--- src/rtl/muldiv_seq.sv ---
// muldiv_seq: sequences M-extension ops from the EX stage through an iterative
// multiply/divide unit. It stalls the front of the pipeline while the unit
// works, handles flushes of the in-flight op, and guards against a unit that
// never answers with a sticky watchdog timeout.
// Optional build macro: MULDIV_DIV0_SHORTCUT_EN -- when defined, divide and
// remainder by zero are answered straight from IDLE without starting the unit.
module muldiv_seq (
    input  logic        clk,
    input  logic        rst,
    input  logic        req_valid_i,
    input  logic [2:0]  req_op_i,
    input  logic [31:0] req_a_i,
    input  logic [31:0] req_b_i,
    input  logic        flush_i,
    output logic        unit_start_o,
    output logic [2:0]  unit_op_o,
    output logic [31:0] unit_a_o,
    output logic [31:0] unit_b_o,
    input  logic        unit_done_i,
    input  logic [31:0] unit_result_i,
    output logic        stall_o,
    output logic        result_valid_o,
    output logic [31:0] result_o,
    output logic        timeout_o
);

    typedef enum logic [2:0] {
        S_IDLE  = 3'd0,
        S_ISSUE = 3'd1,
        S_WAIT  = 3'd2,
        S_DONE  = 3'd3,
        S_DRAIN = 3'd4
    } state_t;

    // The watchdog starts at 0 on entry, so value 62 marks the 63rd waiting cycle.
    localparam logic [5:0] WDOG_LAST = 6'd62;

    state_t      state;
    logic [5:0]  wdog;
    logic        valid_q;
    logic        accept;
    logic        div0;

    // A request is taken only in IDLE, never alongside a flush, and never while
    // reset is held (so stall stays low during reset).
    assign accept = rst && (state == S_IDLE) && req_valid_i && !flush_i;

`ifdef MULDIV_DIV0_SHORTCUT_EN
    assign div0 = req_op_i[2] && (req_b_i == 32'd0);
`else
    assign div0 = 1'b0;
`endif

    // A flush in the DONE cycle kills the result, so the valid flag is gated late.
    assign result_valid_o = valid_q && !flush_i;

    // Stall decode: the accepting cycle already holds the pipeline, and while
    // draining we hold only if a new request is trying to get in.
    always_comb begin
        stall_o = 1'b0;
        case (state)
            S_IDLE:          stall_o = accept;
            S_ISSUE, S_WAIT: stall_o = 1'b1;
            S_DRAIN:         stall_o = req_valid_i;
            default:         stall_o = 1'b0;
        endcase
    end

    // Main sequencer: state, operand registers, start pulse, result and watchdog.
    always_ff @(posedge clk or negedge rst) begin
        if (!rst) begin
            state        <= S_IDLE;
            wdog         <= 6'd0;
            valid_q      <= 1'b0;
            unit_start_o <= 1'b0;
            unit_op_o    <= 3'd0;
            unit_a_o     <= 32'd0;
            unit_b_o     <= 32'd0;
            result_o     <= 32'd0;
            timeout_o    <= 1'b0;
        end else begin
            unit_start_o <= 1'b0;
            valid_q      <= 1'b0;
            case (state)
                S_IDLE: begin
                    if (accept) begin
                        unit_op_o <= req_op_i;
                        unit_a_o  <= req_a_i;
                        unit_b_o  <= req_b_i;
                        if (div0) begin
                            result_o <= req_op_i[1] ? req_a_i : 32'hFFFF_FFFF;
                            valid_q  <= 1'b1;
                            state    <= S_DONE;
                        end else begin
                            state <= S_ISSUE;
                        end
                    end
                end
                S_ISSUE: begin
                    if (flush_i) begin
                        state <= S_IDLE;
                    end else begin
                        unit_start_o <= 1'b1;
                        wdog         <= 6'd0;
                        state        <= S_WAIT;
                    end
                end
                S_WAIT: begin
                    if (flush_i) begin
                        // A done arriving with the flush is already consumed,
                        // so there is nothing left to drain.
                        wdog  <= 6'd0;
                        state <= unit_done_i ? S_IDLE : S_DRAIN;
                    end else if (unit_done_i) begin
                        result_o <= unit_result_i;
                        valid_q  <= 1'b1;
                        state    <= S_DONE;
                    end else if (wdog == WDOG_LAST) begin
                        wdog      <= wdog + 6'd1;
                        timeout_o <= 1'b1;
                        result_o  <= 32'd0;
                        valid_q   <= 1'b1;
                        state     <= S_DONE;
                    end else begin
                        wdog <= wdog + 6'd1;
                    end
                end
                S_DONE: begin
                    state <= S_IDLE;
                end
                S_DRAIN: begin
                    if (unit_done_i) begin
                        state <= S_IDLE;
                    end else if (wdog == WDOG_LAST) begin
                        wdog      <= wdog + 6'd1;
                        timeout_o <= 1'b1;
                        result_o  <= 32'd0;
                        state     <= S_IDLE;
                    end else begin
                        wdog <= wdog + 6'd1;
                    end
                end
                default: begin
                    state <= S_IDLE;
                end
            endcase
        end
    end

endmodule

--- config.mk ---
export PLATFORM = sky130hd
export DESIGN_NAME = muldiv_seq
export DESIGN_NICKNAME = d
export VERILOG_FILES = /design/src/rtl/muldiv_seq.sv
export SDC_FILE = /design/constraint.sdc
export NUM_CORES = 1
export LEC_CHECK = 0
export CELL_PAD_IN_SITES_DETAIL_PLACEMENT = 1
export CELL_PAD_IN_SITES_GLOBAL_PLACEMENT = 2
export CORE_MARGIN = 10
export CORE_UTILIZATION = 23
export CTS_CLUSTER_DIAMETER = 60
export DETAILED_ROUTE_END_ITERATION = 12
export GPL_TIMING_DRIVEN = 0
export HOLD_SLACK_MARGIN = 0.12
export PLACE_DENSITY_LB_ADDON = 0.1
export SETUP_SLACK_MARGIN = 0.5
export SYNTH_ARGS = -nofsm -noshare
export SYNTH_HDL_FRONTEND = slang
export SYNTH_SLANG_ARGS = --single-unit
--- constraint.sdc ---
create_clock -name clk -period 1.7 [get_ports clk]
set_input_delay 0.34 -clock clk [delete_from_list [all_inputs] [get_ports clk]]
set_output_delay 0.34 -clock clk [all_outputs]
set_load 0.005 [all_outputs]
==> results.json <==
{
  "synth.most_common_cell": "dfrtp_1",
  "outcome": "finished with violations",
  "grt_usage_pct": 13.4,
  "drtIter0Drc": 82,
  "cts_tree": "built",
  "wl_um": 17400,
  "fmax_mhz": 469,
  "avgSynthCellArea_um2": 15.1,
  "fin_nets": 729,
  "synth_common_cells": "dfrtp_1, mux2_2, a22o_1",
  "synth_cells": 288,
  "violations": "negative hold slack, negative setup slack",
  "sw_frac_of_total_pct": 27.7,
  "hold_path_class": "primary input to asynchronous set/reset pin",
  "power_density_nw_per_um2": 1310,
  "peakVddDrop_mv": 0.553,
  "ys_top_cells_by_area": "dfrtp_1, mux2_2, a22o_1",
  "final_max_slew_viol_count": 0,
  "async_flop_share_pct": 100,
  "rsz0062_at_grt": "true",
  "synth_cell_types": 41,
  "drc": 0,
  "num_antenna_cells": 0,
  "maxCapViolCount": 0,
  "worstMarginPinSlew_ns": 1.08,
  "antenna_found_initial": 0,
  "firstDrtPassIters": 4,
  "synth_seq_area_share_pct": 64.1,
  "cp.arrival_ns": 1.79,
  "overflow": 0,
  "path_class": "register to output pin",
  "worstPathRequired_ns": 1.36,
  "synth.net_count": 394,
  "port-buffer-count": 206,
  "via_count": 3724,
  "grt_pass1_vias": 3937,
  "globalplace.congestion": 0.703,
  "cts_buffers": 9,
  "grt_pass1_wl_um": 25100,
  "start_util_pct": 23.3,
  "setup_tns_ns": -22.01,
  "dp_cells": 729,
  "dp_hpwl_um": 11600,
  "holdBufCountCts": 1,
  "routed_via_density": 4.32,
  "finalCritPeriodShare_pct": 125,
  "yosysWarnings": 0,
  "core-area_um2": 18600,
  "worstPathMaxFanout": 10,
  "ant_nets": 0,
  "power_mw": 10.8,
  "synth_ff_type": "dfrtp_1",
  "fin_area_um2": 8240,
  "clk_path_buf_depth": 2,
  "p_leak_nw": 3.93,
  "syn_area_um2": 4340,
  "layout_setup_ws_ns": -0.433,
  "hold_viol": 35,
  "period_needed_ns": 2.13,
  "whs_ns": -0.0237,
  "clk_latency_ns": 0.36,
  "area_growth_pct": 90.2,
  "die-width_um": 157,
  "yosysTopAreaCell": "dfrtp_1",
  "drive_above_1_share_pct": 55.1,
  "start_kind": "register",
  "clkPwrFrac_pct": 22.0,
  "die_h_um": 157,
  "setup_viol": 106,
  "multi_input_area_um2": 1810,
  "cts_root_buf": "clkbuf_16",
  "rows": 50,
  "synth_seq_cells": 111,
  "dpl_cell_area_um2": 6780,
  "fin_cells": 862,
  "fin_skew_ns": 0.0130,
  "crit_path_end_kind": "output pin",
  "die_area_um2": 24700,
  "routedWlPerCell_um": 20.2,
  "timing.slew.headroom_pct": 28.0,
  "comb_power_share_pct": 40.3,
  "cts.sinks": 111,
  "pwr-share-seq_pct": 37.7,
  "htree_levels": 3,
  "netlist.area_leader.share_pct": 64.1,
  "seqCellArea_um2": 2780,
  "clk_pin_slew_ns": 0.07,
  "net-switching-power_mw": 3.00,
  "ios": 207,
  "internal-power_mw": 7.82,
  "grt_max_degree": 46,
  "synth-edff-count": 0,
  "nFillCells": 1962
}
through the flow:
stage / setup WS (ns) / utilization, %
5_1_grt: -0.536 / 44.2
4_1_cts: -0.544 / 40.9
3_5_place_dp: -1.48 / 36.3
6_report: -0.433 / 44.2
2_1_floorplan: -0.0427 / -
3_3_place_gp: -5.70 / 36.2
state kept, by name, summed over array words and instances, names as in the netlist, 3 cells and up:
register and cells:
unit_b_o 32, result_o 32, unit_op_o 3, unit_a_o 32, wdog 6, state 3
cells by family (layout without fill, tap and decap cells):
| group | Yosys count | count (layout) | share of synthesized area [%] |
|---|---|---|---|
| flops | 111 | 111 | 64.1 |
| mux | 69 | 69 | 17.9 |
| compound gates | 47 | 47 | 9.03 |
| simple gates | 38 | 38 | 5.43 |
| buf+inv | 19 | 359 | 2.60 |
| fa+ha+maj | 2 | 2 | 0.577 |
| xor+xnor | 2 | 2 | 0.404 |
worst max-delay path, stage by stage (launching register included):
cell and delay (ns):
dfrtp_1 0.45, buf_2 0.36, mux2_2 0.37, o21ai_1 0.12, buf_2 0.14
layout by cell type (no fill, tap or decap), types with 3 or more instances in the layout:
cell	n
dfrtp_1	109
clkdlybuf4s50_1	101
buf_2	95
buf_4	91
mux2_4	59
a22o_1	32
buf_6	18
buf_8	13
clkbuf_16	10
mux2_2	9
buf_12	8
buf_16	7
nand2_1	6
nor2_4	4
nand3b_1	3
nand3_1	3
clkbuf_2	3
path summary, 6_finish.rpt:
check                                      startpoint                        to  slack (ns)  cells after the start
worst max-delay path             state[0]$_DFFE_PN0P_                   stall_o       -0.43                      4
worst min-delay path                              rst  unit_a_o[30]$_DFFE_PN0P_       -0.02                      2
worst max register to register   state[2]$_DFFE_PN0P_  result_o[18]$_DFFE_PN0P_       -0.32                      9
worst min register to register  timeout_o$_DFFE_PN0P_     timeout_o$_DFFE_PN0P_        0.48                      1
max in group asynchronous                         rst  unit_b_o[22]$_DFFE_PN0P_        0.73                      2
min in group clk                timeout_o$_DFFE_PN0P_     timeout_o$_DFFE_PN0P_        0.48                      1
power by group through the flow:
stage                     clock network, mW  logic (mW)  registers [mW]
after floorplan                           0        1.02            4.17
after global placement                    0        3.61            4.09
after detailed placement                  0        3.67            4.14
after CTS                              2.47        3.75            4.06
after global routing                   2.56        4.72            4.21
final                                  2.38        4.36            4.08
routing by layer:
| layer | part of all wire (%) | wire [um] | global-route usage [%] | up-vias |
|---|---|---|---|---|
| li1 | - | - | - | 1724 |
| met1 | 41 | 7150 | 15.8 | 1875 |
| met2 | 52 | 8990 | 22.5 | 115 |
| met3 | 6.5 | 1130 | 4.99 | 10 |
| met4 | 0.79 | 138 | 2.94 | 0 |
| met5 | 0 | 0 | 0 | - |
what timing repair did:
action / 4_1_cts / 5_1_grt
cloned: 10 / 1
resized for setup: 519 / 39
endpoints found under the hold margin: 23 / 43
endpoints found under the setup margin: 211 / 236
pin swaps: 40 / 9
buffers inserted: 50 / 55
cell type report:
| cell class | instances | area share [%] |
|---|---|---|
| inverter | 3 | 0.137 |
| timing repair buffer | 324 | 34.3 |
| multi-input combinational | 158 | 22.0 |
| buffer | 16 | 2.31 |
| sequential | 111 | 33.7 |
| clock buffer | 10 | 2.90 |
| tap | 234 | 3.55 |
| clock inverter | 6 | 1.09 |
Note: power is estimated with default switching activity, not from simulation.
